===== src/rtl/ram_string_pkg.sv =====
// Shared definitions for the RAM string reader.
// Holds the default RAM geometry and the traversal FSM state encoding.
package ram_string_pkg;

   localparam int unsigned DefaultAw = 10;
   localparam int unsigned DefaultDw = 10;

   typedef enum logic [2:0] {
      StIdle,
      StFetchPtr,
      StCheckSent,
      StStream,
      StWriteLen,
      StDone
   } state_e;

endpackage


===== src/rtl/ram_string_reader.sv =====
// Walks a zero-terminated string held in RAM and streams its characters.
//
// RAM[PTR_ADDR] holds a pointer to a sentinel word that must read zero. The
// characters start right after the sentinel and end at the next zero word.
// Each nonzero character is offered on a valid/ready stream. Once the
// terminator is reached, the number of characters streamed is written to
// RAM[LEN_ADDR]. A nonzero sentinel, or a transfer from the last address,
// ends the traversal with err set and no write.
//
// Ports:
//   clk        clock, rising edge
//   reset      synchronous active-high reset
//   start      request a traversal (sampled in IDLE only)
//   busy       high whenever the FSM is not idle
//   done       one-cycle pulse at the end of a traversal
//   err        error flag of the last traversal
//   length     characters streamed in the last/current traversal
//   mem_addr   RAM address
//   mem_we     RAM write enable
//   mem_wdata  RAM write data
//   mem_rdata  RAM read data (combinational read of mem_addr)
//   out_data   streamed character
//   out_valid  out_data is valid
//   out_ready  consumer accepts out_data
module ram_string_reader
   import ram_string_pkg::*;
#(
   parameter int unsigned AW       = DefaultAw,
   parameter int unsigned DW       = DefaultDw,
   parameter int unsigned PTR_ADDR = 0,
   parameter int unsigned LEN_ADDR = 2
) (
   input  logic          clk,
   input  logic          reset,
   input  logic          start,
   output logic          busy,
   output logic          done,
   output logic          err,
   output logic [DW-1:0] length,
   output logic [AW-1:0] mem_addr,
   output logic          mem_we,
   output logic [DW-1:0] mem_wdata,
   input  logic [DW-1:0] mem_rdata,
   output logic [DW-1:0] out_data,
   output logic          out_valid,
   input  logic          out_ready
);

   state_e        state;
   logic [AW-1:0] ptr;
   logic [AW-1:0] cur;
   logic          rdata_zero;
   logic          xfer;

   assign rdata_zero = (mem_rdata == '0);
   // A transfer can only happen while streaming a nonzero word.
   assign xfer       = (state == StStream) && !rdata_zero && out_ready;

   // Traversal FSM; busy and done are registered alongside the state.
   always_ff @(posedge clk) begin
      if (reset) begin
         state  <= StIdle;
         busy   <= 1'b0;
         done   <= 1'b0;
         err    <= 1'b0;
         length <= '0;
         ptr    <= '0;
         cur    <= '0;
      end else begin
         done <= 1'b0;
         unique case (state)
            StIdle: begin
               if (start) begin
                  length <= '0;
                  err    <= 1'b0;
                  busy   <= 1'b1;
                  state  <= StFetchPtr;
               end
            end
            StFetchPtr: begin
               ptr   <= mem_rdata[AW-1:0];
               state <= StCheckSent;
            end
            StCheckSent: begin
               if (!rdata_zero) begin
                  err   <= 1'b1;
                  done  <= 1'b1;
                  state <= StDone;
               end else begin
                  cur   <= ptr + AW'(1);
                  state <= StStream;
               end
            end
            StStream: begin
               if (rdata_zero) begin
                  state <= StWriteLen;
               end else if (xfer) begin
                  length <= length + DW'(1);
                  cur    <= cur + AW'(1);
                  // Streaming past the top of the RAM would wrap to address 0.
                  if (&cur) begin
                     err   <= 1'b1;
                     done  <= 1'b1;
                     state <= StDone;
                  end
               end
            end
            StWriteLen: begin
               done  <= 1'b1;
               state <= StDone;
            end
            StDone: begin
               busy  <= 1'b0;
               state <= StIdle;
            end
            default: begin
               busy  <= 1'b0;
               state <= StIdle;
            end
         endcase
      end
   end

   // RAM and stream drive. The RAM reads combinationally, so the stream
   // data and valid follow the current address within the same cycle.
   always_comb begin
      mem_addr  = AW'(PTR_ADDR);
      mem_we    = 1'b0;
      mem_wdata = length;
      out_data  = '0;
      out_valid = 1'b0;
      unique case (state)
         StCheckSent: mem_addr = ptr;
         StStream: begin
            mem_addr  = cur;
            out_data  = mem_rdata;
            out_valid = !rdata_zero;
         end
         StWriteLen: begin
            mem_addr = AW'(LEN_ADDR);
            mem_we   = 1'b1;
         end
         default: ;
      endcase
   end

endmodule


===== config.mk =====
export PLATFORM = sky130hd
export DESIGN_NAME = ram_string_reader
export DESIGN_NICKNAME = d
export VERILOG_FILES = /design/src/rtl/ram_string_pkg.sv /design/src/rtl/ram_string_reader.sv
export SDC_FILE = /design/constraint.sdc
export NUM_CORES = 1
export LEC_CHECK = 0
export ABC_CLOCK_PERIOD_IN_PS = 3800
export CORE_ASPECT_RATIO = 2
export CORE_MARGIN = 1
export CORE_UTILIZATION = 53
export DETAILED_ROUTE_END_ITERATION = 6
export PLACE_DENSITY = 0.82
export SETUP_SLACK_MARGIN = 0.02
export SLEW_MARGIN = 25
export SYNTH_ARGS = -nofsm -noshare
export SYNTH_HDL_FRONTEND = slang
export SYNTH_SLANG_ARGS = --single-unit

===== constraint.sdc =====
create_clock -name clk -period 3.8 [get_ports clk]
set_input_delay 0.38 -clock clk [delete_from_list [all_inputs] [get_ports clk]]
set_output_delay 0.38 -clock clk [all_outputs]
set_load 0.01 [all_outputs]

==> results of run 1 <==
worst max-delay path, stage by stage (launching register included):
cell,delay (ns)
dfxtp_2,0.73
and3b_1,0.56
and2_1,0.21
clkdlybuf4s50_1,0.55
report_power, final:
part	leakage, nW	internal [mW]	switching [mW]
logic	0.656	0.0549	0.0573
registers	0.292	0.390	0.0264
clock network	0.0552	0.195	0.135
total	1.00	0.639	0.219
cells in the mapped netlist (all sizes together), types with 2 or more instances:
cell type,count
a21oi,17
a2111oi,2
or3,5
o211ai,5
and3,3
a31o,2
a22oi,2
nor2b,2
buf,21
a31oi,5
nor3,5
nor3b,3
nand2,29
inv,7
nand3,14
xnor2,8
clkbuf,8
nor4,4
nor2,52
o21ai,11
nand4,4
ha,2
nand2b,4
and4,3
mux2i,20
a211oi,6
and2,11
dfxtp,36
logic make-up after synthesis:
group,after synthesis
muxes,20
AOI/OAI and AO/OA,63
xor gates and xnor gates,8
buffers and inverters,36
adders and majority gates,2
DFF,36
and+or+nand+nor,145
sequential cells by signal (all words and copies together) (netlist names):
signal and count:
state 3, err 1, cur 10, busy 1
done 1, length 10, ptr 10
layout make-up:
class | instances | area share [%]
clock buffer | 6 | 2.40
clock inverter | 2 | 1.16
inverter | 7 | 0.869
multi-input combinational | 238 | 49.3
sequential | 36 | 23.9
tap | 54 | 2.23
timing repair buffer | 62 | 20.2
how the worst max path moves through the flow:
| stage | from | to |
|---|---|---|
| floorplan | state[0] | cur[8] |
| global placement | state[0] | cur[2] |
| detailed placement | state[0] | cur[6] |
| CTS | state[0] | out_data[1] |
| global route | state[1] | mem_addr[1] |
| finish | state[0] | out_data[1] |
per-layer routing:
metal	wire length [microns]	share of wire [%]	track usage (%)
met1	2310	35	29.0
met3	213	3.3	4.23
met4	299	4.6	17.6
met2	3690	57	52.2
met5	0	0	0
per-stage QoR:
| stage | util, % | std cells | cell area [sq um] | setup WS, ns | power [mW] |
|---|---|---|---|---|---|
| after detailed placement | 67.2 | 397 | 2920 | 0.967 | 0.536 |
| after CTS | 69.7 | 405 | 3020 | 0.682 | 0.867 |
| after global placement | 67.2 | 397 | 2920 | 1.01 | 0.534 |
| after global routing | 69.7 | 405 | 3020 | 0.946 | 0.894 |
| final | 69.7 | 405 | 3020 | 1.07 | 0.859 |
| after floorplan | - | 310 | 2410 | 1.80 | 0.487 |
==> results.yml, run 1 <==
clock_tree:
  cts.clk_slew.worst_paths_ns: 0.07
  cts_root_buf: "clkbuf_8"
  cts_resized: 0
  cts_max_path_buffers: 2
  clock-sinks: 36
  cts_tree: "done"
  cts-buffers-inserted: 5
  holdBufCountCts: 0
  post_cts_buffers: 0
  htreeDepth: 2
  clk_latency_ns: 0.29
synthesis:
  synth_compound_area_share_pct: 17.8
  yosys_warnings: 0
  synth_cell_types: 56
  yosys.area.top_type: "dfxtp_1"
  synth_edf_count: 0
  netlist_instances: 310
  synthXorXnorAreaFrac_pct: 2.90
  synthArstFlopShare_pct: 0
  synth_adder_area_share_pct: 1.04
  yosys-top-cells-area: "dfxtp_1 (30%), mux2i_1 (8.3%), nor2_1 (8.1%)"
  yosysTopAreaCellShare_pct: 29.9
  synth_top_family_by_area: "simple AND/OR/NAND/NOR gates"
  seq_area_frac_synth_pct: 29.9
  ys.flop_type: "dfxtp_1"
  synth_area_sq_um: 2410
  yosys_register_bits: 36
  synth_simple_gate_area_share_pct: 31.5
  synth_mux_area_share_pct: 8.30
  syn_avg_cell_area_sq_um: 7.78
  synth_fp_nets: 326
timing:
  finClkSkew_ns: 0.00355
  max_freq_ghz: 0.367
  hold_violations: 0
  whs_ns: 0.526
  tns_ns: 0
  layout_min_cycle_time_ns: 2.73
  rsz0062_at_grt: "false"
  max_slew_margin_pct: 53.1
  setup_violations: 0
  fin_crit_sh_pct: 71.7
  drv_slew: 0
  tightest_slew_ns: 0.697
layout:
  fillCellCount: 399
  drive_gt1_share_pct: 6.84
  seq_area_sq_um: 722
  area_growth_pct: 25.4
  fin_nets: 366
  antenna_cells: 0
  multiInputGateArea_sq_um: 1490
  layout_commonest_cell: "clkdlybuf4s50_1"
  layout_common_cells: "clkdlybuf4s50_1 (58), nor2_1 (52), dfxtp_1 (35), nand2_1 (29), mux2i_1 (20)"
setup_path:
  r2r_start: "state[0]"
  path_class: "flop to primary output"
  r2r-end: "cur[2]"
  worstSetupStartpointType: "flop"
  cp.required_ns: 3.42
  rrSetupSlack_ns: 1.28
  ff2ff_path_depth: 8
  arrival_ns: 2.35
  critical_path.max_fanout: 25
  cp-end-kind: "primary output"
drt:
  first_iter_violations: 62
  drt_wl_total_mm: 6.51
  via_per_inst: 6.03
  drc: 0
  ant_nets: 0
  wl_per_cell_microns: 16.1
  vias: 2443
  dr.pass1.iters: 4
floorplan:
  fp.dieH_microns: 97.4
  die_w_microns: 49.7
  die-area_sq_um: 4840
  ios: 59
  rows: 34
  start_util_pct: 55.6
  coreArea_sq_um: 4340
status:
  outcome: "finished, final reports clean"
global_routing:
  grt_pass1_wl_mm: 10.7
  grt_antenna_before_repair: 0
  grt_pass1_vias: 2294
  groute.usage.overall_pct: 28.6
  grt_max_degree: 28
  grt_overflow: 0
min_path:
  worstHoldPathCells: 2
  min_from: "length[3]"
  min_to: "length[3]"
  hold_path_class: "flop to flop"
placement:
  gp_congestion: 0.971
  hpwl_mm: 4.81
  portBuffers: 58
pwr:
  powerDensity_nw_per_um2: 284
  p_leak_nw: 1.00
  ir_drop_v: 0.000390
job:
  drv_cap: 0
(Power assumes the default switching activity.)
==> inputs of run 2 (changes only) <==
--- a/config.mk
+++ b/config.mk
@@ -5,12 +5,12 @@
 export SDC_FILE = /design/constraint.sdc
 export NUM_CORES = 1
 export LEC_CHECK = 0
-export ABC_CLOCK_PERIOD_IN_PS = 3800
+export ABC_CLOCK_PERIOD_IN_PS = 2500
 export CORE_ASPECT_RATIO = 2
 export CORE_MARGIN = 1
-export CORE_UTILIZATION = 53
+export CORE_UTILIZATION = 45
 export DETAILED_ROUTE_END_ITERATION = 6
-export PLACE_DENSITY = 0.82
+export PLACE_DENSITY = 0.74
 export SETUP_SLACK_MARGIN = 0.02
 export SLEW_MARGIN = 25
 export SYNTH_ARGS = -nofsm -noshare
==> constraint.sdc (replaced) <==
create_clock -name clk -period 2.5 [get_ports clk]
set_input_delay 0.25 -clock clk [delete_from_list [all_inputs] [get_ports clk]]
set_output_delay 0.25 -clock clk [all_outputs]
set_load 0.01 [all_outputs]
==> results.yml, run 2 (synthesis gave the netlist of run 1 again) <==
clock_tree:
  cts_max_path_buffers: 2
  post_cts_buffers: 0
  cts.clk_slew.worst_paths_ns: 0.07
  cts_root_buf: "clkbuf_8"
  cts_resized: 0
  htreeDepth: 2
  cts_tree: "done"
  clock-sinks: 36
  holdBufCountCts: 0
  clk_latency_ns: 0.29
  cts-buffers-inserted: 5
floorplan:
  coreArea_sq_um: 5140
  start_util_pct: 46.9
  die_w_microns: 53.8
  fp.dieH_microns: 106
  ios: 59
  rows: 37
  die-area_sq_um: 5680
timing:
  setup_violations: 0
  fin_crit_sh_pct: 92.8
  finClkSkew_ns: 0.00374
  whs_ns: 0.520
  rsz0062_at_grt: "false"
  hold_violations: 0
  tightest_slew_ns: 0.621
  max_slew_margin_pct: 58.6
  max_freq_ghz: 0.431
  tns_ns: 0
  layout_min_cycle_time_ns: 2.32
  drv_slew: 0
placement:
  portBuffers: 58
  hpwl_mm: 5.03
  gp_congestion: 0.890
setup_path:
  cp.required_ns: 2.25
  critical_path.max_fanout: 18
  path_delay_family: "buffers and inverters"
  worstSetupStartpointType: "flop"
  cp-end-kind: "primary output"
  path_buf_inv: 3
  arrival_ns: 2.07
  critPathMostFrequentCell: "buf_4"
  slowest_stage: "clkdlybuf4s50_1"
  max_stage_delay_ns: 0.55
  path_class: "flop to primary output"
  path_cells: "buf_4 > and3b_1 > buf_4 > and2_1 > clkdlybuf4s50_1"
global_routing:
  grt_antenna_before_repair: 0
  grt_pass1_vias: 2290
  grt_max_degree: 19
  grt_pass1_wl_mm: 10.7
  groute.usage.overall_pct: 25.3
  grt_overflow: 0
pwr:
  powerDensity_nw_per_um2: 389
  p_leak_nw: 1.06
  ir_drop_v: 0.000323
layout:
  area_growth_pct: 28.6
  layout_common_cells: "clkdlybuf4s50_1 (58), nor2_1 (52), dfxtp_1 (36), nand2_1 (29), mux2i_1 (20)"
  antenna_cells: 0
  drive_gt1_share_pct: 9.89
  fillCellCount: 459
  largestRegisters: "cur (10), length (10), ptr (10)"
  layout_commonest_cell: "clkdlybuf4s50_1"
  fin_nets: 380
drt:
  drt_wl_total_mm: 6.65
  drc: 0
  vias: 2455
  via_per_inst: 5.82
  ant_nets: 0
  dr.pass1.iters: 4
  first_iter_violations: 75
  wl_per_cell_microns: 15.8
min_path:
  hold_path_class: "flop to flop"
status:
  outcome: "finished, final reports clean"
job:
  drv_cap: 0
## run 2: cell count changes in the layout (fill, tap and decap cells not counted), sizes merged
cell / delta
bufinv: -1
buf: +14
## run 2: final timing paths
path	start	slack (ns)	cells after the start	endpoint
max	state[1]	0.18	5	out_data[9]
min	busy	0.52	2	busy
max reg2reg	state[0]	0.29	8	cur[8]
min reg2reg	busy	0.52	2	busy
## run 2: power breakdown
part	leakage (nW)	internal (mW)	total (mW)	switching, mW
combinational	0.723	0.0923	0.196	0.104
sequential	0.292	0.592	0.616	0.0236
clock	0.0410	0.189	0.393	0.204
## run 2: stage by stage
| stage | std cells | setup slack (ns) | util, % | power (mW) | area (sq um) |
|---|---|---|---|---|---|
| after global routing | 422 | 0.0989 | 60.4 | 1.27 | 3100 |
| after detailed placement | 415 | 0.195 | 58.9 | 0.826 | 3030 |
| final | 422 | 0.180 | 60.4 | 1.21 | 3100 |
| after floorplan | 310 | 0.504 | - | 0.740 | 2410 |
| after global placement | 415 | 0.237 | 58.9 | 0.824 | 3030 |
| after CTS | 422 | 0.186 | 60.4 | 1.22 | 3100 |
## run 2: worst min-delay path: stages, from the launching register on
cell	delay, ns
dfxtp_1	0.35
a21oi_1	0.07
nor2_1	0.07
## run 2: routing by layer
metal	track usage (%)	wire length (microns)	vias to the layer above	part of all wire [%]
met1	27.6	2520	1144	38
met5	0	0	-	0
met2	44.4	3580	88	54
met3	3.03	251	23	3.8
li1	-	-	1200	-
met4	13.0	295	0	4.4
## run 2: final cells by class
class	count	area [sq um]	area share, %
Tap cell	58	72.6	2.34
Inverter	7	26.3	0.847
Clock inverter	1	5.00	0.161
Timing Repair Buffer	76	716	23.1
Multi-Input combinational cell	238	1490	48.0
Clock buffer	6	72.6	2.34
Sequential cell	36	721	23.2
==> RTL change (config.mk and constraints of run 1) <==
`DefaultDw`: 10 -> 20.
--- a/src/rtl/ram_string_pkg.sv
+++ b/src/rtl/ram_string_pkg.sv
@@ -5,3 +5,3 @@
    localparam int unsigned DefaultAw = 10;
-   localparam int unsigned DefaultDw = 10;
+   localparam int unsigned DefaultDw = 20;
 
Ports: changed (resized length, mem_rdata, mem_wdata and out_data); port bits go from 59 to 99. No check against the original RTL was run, so the function may have changed too.
==> RTL change against run 1 <==
- wire length up 27%
- sequential cell count up 10
- setup slack worse by 0.51 ns
- total power up 25%
- via count up 27%
- final area up 30%
- area after synthesis up 24%
- critical endpoint is now cur[8]
- highest routed layer unchanged
==> RTL change: results (changes against run 1) <==
| Metric | Value |
|---|---|
| Status | `finished, final reports clean` |
| XOR/XNOR Fraction of Synth Area | `0.0497 (+0.0206)` |
| FF-to-FF setup slack | `0.57 ns (-0.71 ns)` |
| GRT Total Usage | `0.294 (+0.00737)` |
| CP delay by family, top | `compound AO/OA/AOI/OAI gates` |
| Max stage delay on crit path | `0.54 ns (-0.19 ns)` |
| Clock transition at path regs | `0.09 ns (+0.02 ns)` |
| M3 GR Usage | `0.0506 (+0.00838)` |
| Met2 wire length | `4740 µm (+29%)` |
| Slowest-stage cell, CP | `dfxtp_1` |
| Min Hold Slack | `0.478 ns (-0.0479 ns)` |
| Synth Area in Compound Gates | `0.164 (-0.0140)` |
| Reg2reg path depth | `9 (+1)` |
| Reg-to-Reg End | `cur[8]` |
| Clk Latency, worst-skew pair | `0.31 ns (+0.02 ns)` |
| Met1 GRT Util | `0.297 (+0.00610)` |
| Slew HR | `0.403 (-0.128)` |
| Hpwl dp | `6280 µm (+30%)` |
| Placed instance area | `3810 µm² (+31%)` |
| Adder-Cell Fraction of Synth Area | `0.00835 (-0.00203)` |
| DP Worst Slack | `0.678 ns (-0.290 ns)` |
| Met2 GRT Util | `0.534 (+0.0126)` |
| Fraction of layout cells with a size suffix above 1 | `0.0603 (-0.00811)` |
| Ranking of synthesized cells by area | `dfxtp_1 (31%), buf_4 (6.0%), nor2_1 (4.8%), and2_1 (4.6%), mux2i_1 (4.3%)` |
| Wire per inst | `16.3 µm (+1.5%)` |
RTL change: cell type report:
| cell class | count | area [µm²] | area share |
|---|---|---|---|
| Tap cell | 60 | 75.1 | 0.0191 |
| Inverter | 14 | 52.6 | 0.0134 |
| Sequential cell | 46 | 921 | 0.235 |
| Clock buffer | 6 | 72.6 | 0.0185 |
| Multi-Input combinational cell | 278 | 1750 | 0.447 |
| Timing Repair Buffer | 102 | 1010 | 0.258 |
| Clock inverter | 2 | 37.5 | 0.00957 |
RTL change: cells by family after synthesis:
logic type / Yosys count
simple gates: 175
mux: 14
buf+inv: 59
xor+xnor: 17
compound gates: 70
flops: 46
fa+ha+maj: 2
RTL change: metrics by stage:
| step | total power, mW | cells |
|---|---|---|
| after floorplan | 0.631 | 383 |
| final | 1.07 | 508 |
| after global placement | 0.709 | 500 |
| after detailed placement | 0.712 | 500 |
| after global routing | 1.11 | 508 |
| after CTS | 1.07 | 508 |
